File: config.mk
export PLATFORM = sky130hd
export DESIGN_NAME = motor_ramp
export DESIGN_NICKNAME = d
export VERILOG_FILES = /design/src/rtl/motor_ramp.sv
export SDC_FILE = /design/constraint.sdc
export NUM_CORES = 1
export LEC_CHECK = 0
export CAP_MARGIN = 20
export CORE_ASPECT_RATIO = 1.25
export CORE_MARGIN = 2
export CORE_UTILIZATION = 30
export DETAILED_ROUTE_END_ITERATION = 16
export GPL_ROUTABILITY_DRIVEN = 0
export SETUP_SLACK_MARGIN = 0.3
export SKIP_CTS_REPAIR_TIMING = 1
export SYNTH_ARGS = -nofsm -noshare
export SYNTH_HDL_FRONTEND = slang
export SYNTH_SLANG_ARGS = --single-unit
File: constraint.sdc
create_clock -name CLOCK_50 -period 5.7 [get_ports CLOCK_50]
set_clock_uncertainty 0.1 [all_clocks]
set_input_delay 0.855 -clock CLOCK_50 [delete_from_list [all_inputs] [get_ports CLOCK_50]]
set_output_delay 0.855 -clock CLOCK_50 [all_outputs]
set_load 0.1 [all_outputs]
File: src/rtl/motor_ramp.sv
`default_nettype none
// ============================================================================
//  Module   : motor_ramp
//  Purpose  : Slew-rate limiter and direction sequencer placed in front of
//             motor_controller. Accepts speed commands over a valid/ready
//             handshake and walks the duty output toward the commanded value
//             by at most STEP_SIZE per ramp tick. A direction reversal first
//             brakes duty to zero, optionally holds a dead interval, and only
//             then flips the direction output.
//  Revision : 1.0  initial release
// ----------------------------------------------------------------------------
//  Parameters
//    STEP_DIV   : clock cycles per ramp tick (>= 2)
//    STEP_SIZE  : maximum duty change per tick (1..1023)
//    DEAD_TICKS : ticks held at zero duty before a direction flip (>= 1)
//  Ports
//    CLOCK_50   in   system clock, rising edge
//    reset_n    in   asynchronous active-low reset (emergency stop)
//    cmd_valid  in   command present
//    cmd_ready  out  command can be accepted
//    cmd_dir    in   requested direction
//    cmd_duty   in   requested duty [9:0]
//    cmd_enable in   requested enable, 0 ramps to stop
//    dir        out  direction to motor_controller
//    enable     out  enable to motor_controller
//    duty       out  duty [9:0] to motor_controller
//    at_target  out  duty and direction have reached the effective target
//  Build option
//    MOTOR_RAMP_DEADTIME_EN : when defined, a DEAD state holds zero duty for
//                             DEAD_TICKS ticks before the direction flips and
//                             cmd_ready is low during that interval. When not
//                             defined the flip happens on the tick that duty
//                             reaches zero and cmd_ready is tied high.
// ============================================================================
module motor_ramp #(
    parameter int STEP_DIV   = 50000,
    parameter int STEP_SIZE  = 8,
    parameter int DEAD_TICKS = 4
) (
    input  logic       CLOCK_50,
    input  logic       reset_n,
    input  logic       cmd_valid,
    output logic       cmd_ready,
    input  logic       cmd_dir,
    input  logic [9:0] cmd_duty,
    input  logic       cmd_enable,
    output logic       dir,
    output logic       enable,
    output logic [9:0] duty,
    output logic       at_target
);

    localparam int              PRE_W    = (STEP_DIV > 1) ? $clog2(STEP_DIV) : 1;
    localparam logic [PRE_W-1:0] PRE_LAST = PRE_W'(STEP_DIV - 1);
    localparam logic [10:0]     STEP     = 11'(STEP_SIZE);

`ifdef MOTOR_RAMP_DEADTIME_EN
    typedef enum logic [1:0] {
        ST_TRACK = 2'd0,
        ST_BRAKE = 2'd1,
        ST_DEAD  = 2'd2
    } state_t;

    localparam int               DEAD_W    = $clog2(DEAD_TICKS + 1);
    localparam logic [DEAD_W-1:0] DEAD_LOAD = DEAD_W'(DEAD_TICKS);

    logic [DEAD_W-1:0] dead_cnt;
`else
    typedef enum logic [1:0] {
        ST_TRACK = 2'd0,
        ST_BRAKE = 2'd1
    } state_t;
`endif

    state_t            state;
    logic [PRE_W-1:0]  pre_cnt;
    logic              tick;
    logic              accept;
    logic              tgt_dir;
    logic              tgt_en;
    logic [9:0]        tgt_duty;
    logic [9:0]        eff;
    logic [10:0]       duty_x;
    logic [10:0]       eff_x;
    logic [9:0]        brake_duty;
    logic [9:0]        toward_duty;

`ifdef MOTOR_RAMP_DEADTIME_EN
    logic              ready_q;
    assign cmd_ready = ready_q;
`else
    assign cmd_ready = 1'b1;
`endif

    assign tick   = (pre_cnt == PRE_LAST);
    assign accept = cmd_valid & cmd_ready;
    assign eff    = tgt_en ? tgt_duty : 10'd0;

    // 11-bit working copies so differences and sums never wrap.
    assign duty_x = {1'b0, duty};
    assign eff_x  = {1'b0, eff};

    // Braking step, saturating at zero.
    assign brake_duty = (duty_x > STEP) ? 10'(duty_x - STEP) : 10'd0;

    // Tracking step: land exactly on the target when it is within one step.
    assign toward_duty = (eff_x > duty_x)
                       ? (((eff_x - duty_x) > STEP) ? 10'(duty_x + STEP) : eff)
                       : (((duty_x - eff_x) > STEP) ? 10'(duty_x - STEP) : eff);

    // Decoded from registers only, so there is no input-to-output path.
    assign enable    = (duty != 10'd0) | (tgt_en & (state == ST_TRACK));
    assign at_target = (duty == eff) & (dir == tgt_dir) & (state == ST_TRACK);

    always_ff @(posedge CLOCK_50 or negedge reset_n) begin
        if (!reset_n) begin
            state    <= ST_TRACK;
            pre_cnt  <= '0;
            tgt_dir  <= 1'b0;
            tgt_en   <= 1'b0;
            tgt_duty <= 10'd0;
            dir      <= 1'b0;
            duty     <= 10'd0;
`ifdef MOTOR_RAMP_DEADTIME_EN
            dead_cnt <= '0;
            ready_q  <= 1'b1;
`endif
        end else begin
            pre_cnt <= tick ? '0 : pre_cnt + PRE_W'(1);

            // Targets load independently of the tick; a tick on the same edge
            // still sees the previous targets through the NBA semantics.
            if (accept) begin
                tgt_dir  <= cmd_dir;
                tgt_duty <= cmd_duty;
                tgt_en   <= cmd_enable;
            end

            if (tick) begin
                case (state)
                    ST_TRACK: begin
                        if (dir != tgt_dir) begin
                            if (duty == 10'd0) begin
`ifdef MOTOR_RAMP_DEADTIME_EN
                                state    <= ST_DEAD;
                                dead_cnt <= DEAD_LOAD;
                                ready_q  <= 1'b0;
`else
                                dir      <= tgt_dir;
`endif
                            end else begin
                                duty  <= brake_duty;
                                state <= ST_BRAKE;
                            end
                        end else begin
                            duty <= toward_duty;
                        end
                    end

                    ST_BRAKE: begin
                        if (dir == tgt_dir) begin
                            // Reversal aborted: resume tracking on this tick.
                            duty  <= toward_duty;
                            state <= ST_TRACK;
                        end else begin
                            duty <= brake_duty;
                            if (brake_duty == 10'd0) begin
`ifdef MOTOR_RAMP_DEADTIME_EN
                                state    <= ST_DEAD;
                                dead_cnt <= DEAD_LOAD;
                                ready_q  <= 1'b0;
`else
                                dir      <= tgt_dir;
                                state    <= ST_TRACK;
`endif
                            end
                        end
                    end

`ifdef MOTOR_RAMP_DEADTIME_EN
                    ST_DEAD: begin
                        duty <= 10'd0;
                        if (dead_cnt <= DEAD_W'(1)) begin
                            dead_cnt <= '0;
                            dir      <= tgt_dir;
                            state    <= ST_TRACK;
                            ready_q  <= 1'b1;
                        end else begin
                            dead_cnt <= dead_cnt - DEAD_W'(1);
                        end
                    end
`endif

                    default: begin
                        state <= ST_TRACK;
                    end
                endcase
            end
        end
    end

endmodule
`default_nettype wire
==> results of run 1 <==
==> sequential cells by signal, indices dropped and copies added (netlist names) <==
signal    cells
tgt_en        1
duty         10
pre_cnt      16
tgt_duty     10
tgt_dir       1
dir           1
state         1
==> layout make-up <==
type | count | share of cell area
clock buffer | 6 | 0.0358
clock inverter | 2 | 0.00387
inverter | 20 | 0.0194
multi-input combinational | 305 | 0.571
sequential | 40 | 0.258
tap | 135 | 0.0436
timing repair buffer | 27 | 0.0678
==> report_power, final <==
group | total (uW) | switching, uW | internal, uW
Sequential | 307 | 14.3 | 292
Clock | 289 | 115 | 174
Combinational | 229 | 140 | 88.5
Total | 824 | 269 | 555
==> cell usage after synthesis, types with 3 or more instances <==
cell / number
nand4_1: 4
a31o_2: 3
a21oi_1: 20
or3_1: 5
clkbuf_1: 13
a31oi_1: 3
nor2_1: 31
a211oi_1: 7
nand3b_1: 3
nand3_1: 18
nand2_1: 31
dfrtp_1: 40
xor2_1: 13
ha_1: 20
mux2i_1: 8
nand2b_1: 5
a21o_1: 6
o21ai_0: 8
a311oi_1: 3
a221oi_1: 4
o21ai_1: 5
inv_1: 20
and3_1: 10
a211o_1: 4
nor4_1: 3
a32oi_1: 3
xnor2_1: 21
o21a_1: 3
mux2_2: 14
a22o_1: 3
nor3_1: 7
==> per-stage QoR <==
| stage | instances | utilization | total power, uW | hold slack, ns | worst slack [ns] |
|---|---|---|---|---|---|
| after detailed placement | 527 | 0.337 | 536 | 0.345 | 1.71 |
| after floorplan | 384 | - | 479 | 0.325 | 0.304 |
| after global routing | 535 | 0.351 | 863 | 0.382 | 1.31 |
| final | 535 | 0.351 | 824 | 0.353 | 1.39 |
| after global placement | 527 | 0.337 | 534 | 0.340 | 1.69 |
| after CTS | 535 | 0.351 | 825 | 0.354 | 1.41 |
==> placed cells by master, fill, tap and decap left out, drive strengths merged, types with 8 or more instances in the layout <==
cell type	Yosys	routed
ha	20	20
xor2	13	13
nand3	18	18
mux2	14	14
clkdlybuf4s50	0	25
inv	20	20
and3	10	10
xnor2	21	21
nand2	31	31
a21oi	20	20
o21ai	14	14
nor2	31	31
mux2i	8	8
nor3	10	10
dfrtp	40	40
==> kinds of logic (layout without fill, tap and decap cells) <==
group                      after synthesis  in the layout  synth area share
DFF                                     40             40             0.296
and+or+nand+nor                        135            135             0.216
muxes                                   22             22            0.0703
buffers and inverters                   39             55            0.0485
xor gates and xnor gates                34             34            0.0881
AOI/OAI and AO/OA                       93             93             0.206
other                                    1              1           0.00111
adders and majority gates               20             20            0.0740
==> worst max-delay path by stage <==
stage	startpoint	cells after the start	endpoint	slack [ns]
final	duty[5]$_DFFE_PN0P_	6	enable	1.39
after global routing	duty[5]$_DFFE_PN0P_	6	enable	1.31
after CTS	duty[5]$_DFFE_PN0P_	6	enable	1.41
after detailed placement	tgt_en$_DFFE_PN0P_	12	duty[9]$_DFFE_PN0P_	1.71
after global placement	tgt_en$_DFFE_PN0P_	11	duty[9]$_DFFE_PN0P_	1.69
after floorplan	duty[6]$_DFFE_PN0P_	7	at_target	0.30
==> layer usage <==
layer | vias up | share of wire | track usage
li1 | 1428 | - | -
met1 | 1488 | 0.43 | 0.194
met2 | 100 | 0.50 | 0.254
met3 | 28 | 0.045 | 0.0199
met5 | - | 0 | 0
met4 | 0 | 0.028 | 0.0608
==> qor.csv, run 1 <==
stage,metric,value,unit
run_status,status,finished clean,
route,Via-to-Cell Ratio,5.69,
route,drt drc,0,
worst_setup_path,maximum fanout along the worst path,14,
worst_setup_path,CP Capture Type,primary output,
global_routing,vias in the first global route,3004,
worst_setup_path,cell family with most CP delay,simple AND/OR/NAND/NOR gates,
synth,syn nets,419,
min_path,hold path endpoint,pre_cnt[0]$_DFF_PN0_,
worst_setup_path,CP most frequent cell,or3_4,
cells_and_area,FF+latch area,0.00100,mm^2
worst_setup_path,RR Startpoint,tgt_en$_DFFE_PN0P_,
clock_network,CTS H-tree lvls,2,
placed_design,I/O Buffers,27,
cells_and_area,area of the multi-input gates,0.00221,mm^2
floorplan,die height,123,um
power_and_ir_drop,leakage,0.00165,uW
min_path,Hold Path Class,flip-flop to flip-flop,
synth,sequential cell area fraction in the yosys report,0.296,
worst_setup_path,Crit path required time,4.74,ns
clock_network,Num CTS Buffers,5,
floorplan,Initial Util,0.306,
power_and_ir_drop,Pwr Density,213,mW/mm^2
worst_setup_path,CP cell instances,"or3_1, nand2b_1, or3_4, or3_4, a21o_1, clkdlybuf4s50_1",
timing,Tcrit/Tclk final,0.755,
placed_design,placed cell area,0.00372,mm^2
worst_setup_path,RR Endpoint,duty[6]$_DFFE_PN0P_,
route,vias,3044,
clock_network,maximum clock path buffer count,2,
synth,post-synthesis cell area,0.00338,mm^2
floorplan,Die Wd,98.9,um
worst_setup_path,CP Class,flip-flop to primary output,
clock_network,CTS sink count,40,
route,Final Routed Wirelength,9060,um
floorplan,Rows,43,
route,DRT antenna net count,0,
min_path,Min-Delay Startpoint,pre_cnt[0]$_DFF_PN0_,
synth,Mapped Avg Cell Area,8.80,um^2
clock_network,Root Driver,clkbuf_16,
global_routing,first-pass GRT wire length,14900,um
cells_and_area,ant diodes,0,
global_routing,"Remaining Overflow, GRT",0,
timing,Max-slew headroom,0.339,
cells_and_area,"Design Area, Final",0.00388,mm^2
clock_network,clock-pin transition on the worst setup and hold timing paths,0.06,ns
synth,Yosys top cell by area,dfrtp_1,
timing,final setup vio count,0,
synth,YS warnings,0,
route,DR pass1 iterations,5,
worst_setup_path,Worst path max stage delay,0.96,ns
floorplan,die footprint,0.0121,mm^2
synth,Netlist cell types,65,
worst_setup_path,WP data arrival,3.35,ns
placed_design,DP Wirelength,6890,um
route,initial drt markers,189,
timing,worst slew pin tran,0.989,ns
worst_setup_path,Worst Setup Start Kind,flip-flop,
synth,synth top area cells,"dfrtp_1 (30%), ha_1 (7.4%), xnor2_1 (5.4%), mux2_2 (4.7%), nand2_1 (3.4%)",
clock_network,latest clock arrival within the worst-skew pair,0.28,ns
cells_and_area,Final nets,434,
cells_and_area,area grow syn2layout,14.7,%
timing,Fin. Hold Viols,0,
min_path,Hold Path Stages,1,
global_routing,total track usage,0.150,
global_routing,initial antenna violation count,0,
synth,ys async rst share,1.00,
worst_setup_path,R2R depth,11,
cells_and_area,layout cells sized above 1,0.108,
synth,post-synth top area share,0.296,
timing,setup TNS,0,ns
synth,Main synth FF type,dfrtp_1,
route,wire per inst,16.9,um
clock_network,TritonCTS clock tree,built,
worst_setup_path,R2R setup slack,1.60,ns
synth,synthesized instance count,384,
synth,Synth Register Bits,40,
floorplan,Core ar.,0.0110,mm^2
timing,FMAX,232,MHz
worst_setup_path,CP bufs+invs,1,
timing,min cycle time layout,4.31,ns
global_routing,largest net degree at the start of global routing,41,
timing,max-slew violations,0,
power_and_ir_drop,Peak VDD IR,0.218,mV
worst_setup_path,CP max stage cell,clkdlybuf4s50_1,
flow_run,total of max-cap violations,0,
timing,RSZ-0062 raised after global routing,false,
floorplan,Ports,29,
synth,Post-synth EDFFs,0,
cells_and_area,Filler cells,1118,
(Power assumes the default switching activity.)
==> inputs of run 2 (changes only) <==
==> constraint.sdc (replaced) <==
create_clock -name CLOCK_50 -period 3.8 [get_ports CLOCK_50]
set_clock_uncertainty 0.1 [all_clocks]
set_input_delay 0.57 -clock CLOCK_50 [delete_from_list [all_inputs] [get_ports CLOCK_50]]
set_output_delay 0.57 -clock CLOCK_50 [all_outputs]
set_load 0.1 [all_outputs]
==> qor.csv, run 2 (same netlist as run 1, synthesis figures left out) <==
stage,metric,value,unit,change
flow_run,total of max-cap violations,0,,unchanged
floorplan,die footprint,0.0121,mm^2,unchanged
worst_setup_path,critical path depth in cells,12,,+6
worst_setup_path,CP cell instances,"nand2_1, inv_1, ha_2, nand4_1, o221ai_2, nand3_1, a31oi_4, xor2_2, nor3_4, o21ai_2, a221oi_1, a22o_1",,
global_routing,largest net degree at the start of global routing,41,,unchanged
route,wire per inst,17.4,um,+2.9%
cells_and_area,Filler cells,1074,,-3.9%
worst_setup_path,R2R setup slack,0.42,ns,-1.18 ns
cells_and_area,"commonest cells after routing, fill and taps aside","dfrtp_1 (34), nor2_1 (31), nand2_1 (30), buf_4 (26), clkdlybuf4s50_1 (23)",,
cells_and_area,layout cells sized above 1,0.209,,+0.102
clock_network,TritonCTS clock tree,built,,
clock_network,CTS H-tree lvls,2,,unchanged
timing,Max-slew headroom,0.335,,-0.00376
route,initial drt markers,189,,unchanged
floorplan,Ports,29,,unchanged
placed_design,placed cell area,0.00390,mm^2,+4.7%
worst_setup_path,WP data arrival,3.45,ns,+0.10 ns
route,drt drc,0,,unchanged
worst_setup_path,CP max stage cell,dfrtp_4,,
global_routing,total track usage,0.158,,+0.00725
route,DRT antenna net count,0,,unchanged
worst_setup_path,RR Endpoint,duty[4]$_DFFE_PN0P_,,
global_routing,"Remaining Overflow, GRT",0,,unchanged
route,Final Routed Wirelength,9760,um,+7.7%
global_routing,GR Layer Usage met2,0.274,,+0.0207
cells_and_area,max reg flops,16,,unchanged
floorplan,Die Wd,98.9,um,unchanged
timing,final setup vio count,0,,unchanged
worst_setup_path,Critical Path Start,tgt_en$_DFFE_PN0P_,,
global_routing,met3 usage in global routing,0.0188,,-0.00114
clock_network,CTS sink count,40,,unchanged
clock_network,Root Driver,clkbuf_16,,
timing,Tcrit/Tclk final,0.891,,
worst_setup_path,Crit path required time,3.87,ns,-0.87 ns
worst_setup_path,maximum fanout along the worst path,8,,-6
clock_network,Num CTS Buffers,5,,unchanged
cells_and_area,largest reg by FF count,pre_cnt,,
worst_setup_path,CP bufs+invs,1,,unchanged
clock_network,latest clock arrival within the worst-skew pair,0.29,ns,about the same
clock_network,clock-pin transition on the worst setup and hold timing paths,0.06,ns,about the same
timing,FMAX,295,MHz,
floorplan,Rows,43,,unchanged
power_and_ir_drop,Pwr Density,320,mW/mm^2,+51%
route,Via-to-Cell Ratio,5.58,,-2.0%
cells_and_area,ant diodes,0,,unchanged
worst_setup_path,Worst Setup Start Kind,flip-flop,,
timing,max-slew violations,0,,unchanged
floorplan,Initial Util,0.306,,unchanged
cells_and_area,Final nets,459,,+5.8%
cells_and_area,area grow syn2layout,23.9,%,
cells_and_area,FF+latch area,0.00101,mm^2,+1.0%
floorplan,die height,123,um,unchanged
min_path,Hold Path Class,primary input to asynchronous set/reset pin,,
cells_and_area,"leading cell type in the layout, fill and taps excluded",dfrtp_1,,
power_and_ir_drop,Peak VDD IR,0.291,mV,+34%
worst_setup_path,R2R depth,12,,+1
placed_design,I/O Buffers,27,,unchanged
worst_setup_path,RR Startpoint,tgt_en$_DFFE_PN0P_,,
route,DR pass1 iterations,4,,-1
worst_setup_path,crit path to,duty[4]$_DFFE_PN0P_,,
cells_and_area,area of the multi-input gates,0.00231,mm^2,+4.2%
clock_network,maximum clock path buffer count,2,,unchanged
worst_setup_path,CP Class,flip-flop to flip-flop,,
worst_setup_path,cell family with most CP delay,compound AO/OA/AOI/OAI gates,,
global_routing,vias in the first global route,3022,,+0.60%
worst_setup_path,Worst path max stage delay,0.53,ns,-0.43 ns
power_and_ir_drop,leakage,0.00179,uW,+8.4%
timing,worst slew pin tran,0.995,ns,+0.00563 ns
power_and_ir_drop,Design Power,1340,uW,+63%
timing,Fin. Hold Viols,0,,unchanged
timing,RSZ-0062 raised after global routing,false,,
worst_setup_path,CP Capture Type,flip-flop,,
placed_design,DP Wirelength,7310,um,+6.0%
route,vias,3122,,+2.6%
run_status,status,finished clean,,
global_routing,GR Util met1,0.191,,-0.00339
cells_and_area,largest registers,"pre_cnt: 16 flops, duty: 10 flops, tgt_duty: 10 flops",,
global_routing,Top Usage Layer GRT,met2,,
timing,min cycle time layout,3.38,ns,
floorplan,Core ar.,0.0110,mm^2,unchanged
global_routing,first-pass GRT wire length,15300,um,+2.2%
global_routing,initial antenna violation count,0,,unchanged
timing,worst hold slack,0.325,ns,-0.0279 ns
cells_and_area,"Design Area, Final",0.00419,mm^2,+8.0%
cells_and_area,Util after Layout,0.380,,+0.0281
[run 2: cell type report]
class                           instances  share of cell area
Multi-Input combinational cell        305               0.551
Sequential cell                        40               0.241
Timing Repair Buffer                   52               0.109
Tap cell                              135              0.0403
Clock buffer                            5              0.0299
Inverter                               20              0.0179
Clock inverter                          3              0.0102
[run 2: worst min-delay path by stage]
stage / startpoint / end / slack, ns / depth (start not counted)
after floorplan: reset_n / dir$_DFFE_PN0P_ / 0.17 / 0
after CTS: reset_n / duty[5]$_DFFE_PN0P_ / 0.35 / 1
after global routing: reset_n / duty[5]$_DFFE_PN0P_ / 0.39 / 1
after global placement: pre_cnt[0]$_DFF_PN0_ / pre_cnt[0]$_DFF_PN0_ / 0.34 / 1
after detailed placement: pre_cnt[0]$_DFF_PN0_ / pre_cnt[0]$_DFF_PN0_ / 0.35 / 1
final: reset_n / pre_cnt[6]$_DFF_PN0_ / 0.33 / 1
[run 2: report_power, final]
group	total [uW]	internal (uW)	leakage, uW	switching (uW)
sequential	457	440	0.000508	17.1
combinational	401	168	0.00120	233
clock	483	308	0.0000798	175
total	1340	916	0.00178	425
[run 2: metrics by stage]
step           instances  setup slack [ns]  setup TNS, ns
4_1_cts              555           -0.0876         -0.183
3_3_place_gp         547            0.0956              0
2_1_floorplan        384             0.203              0
6_report             560             0.415              0
5_1_grt              560             0.296              0
3_5_place_dp         547           -0.0629        -0.0854
[run 2: layer usage]
| metal | up-vias | share of wire |
|---|---|---|
| met5 | - | 0 |
| met4 | 0 | 0.038 |
| met1 | 1519 | 0.42 |
| met3 | 23 | 0.037 |
| li1 | 1472 | - |
| met2 | 108 | 0.50 |
[run 2: worst reg2reg max path, stage by stage (launching register included)]
cell and delay, ns:
dfrtp_4 0.53, nand2_1 0.13, inv_1 0.07, ha_2 0.38, nand4_1 0.23, o221ai_2 0.33
nand3_1 0.17, a31oi_4 0.24, xor2_2 0.30, nor3_4 0.09, o21ai_2 0.31, a221oi_1 0.14
a22o_1 0.24
==> inputs of run 3 (changes only) <==
--- a/config.mk
+++ b/config.mk
@@ -5,7 +5,7 @@
 export SDC_FILE = /design/constraint.sdc
 export NUM_CORES = 1
 export LEC_CHECK = 0
-export CAP_MARGIN = 20
+export CAP_MARGIN = 15
 export CORE_ASPECT_RATIO = 1.25
 export CORE_MARGIN = 2
 export CORE_UTILIZATION = 30
==> results of run 3 <==
No change in the layout: final DEF, timing and power equal those of run 2.
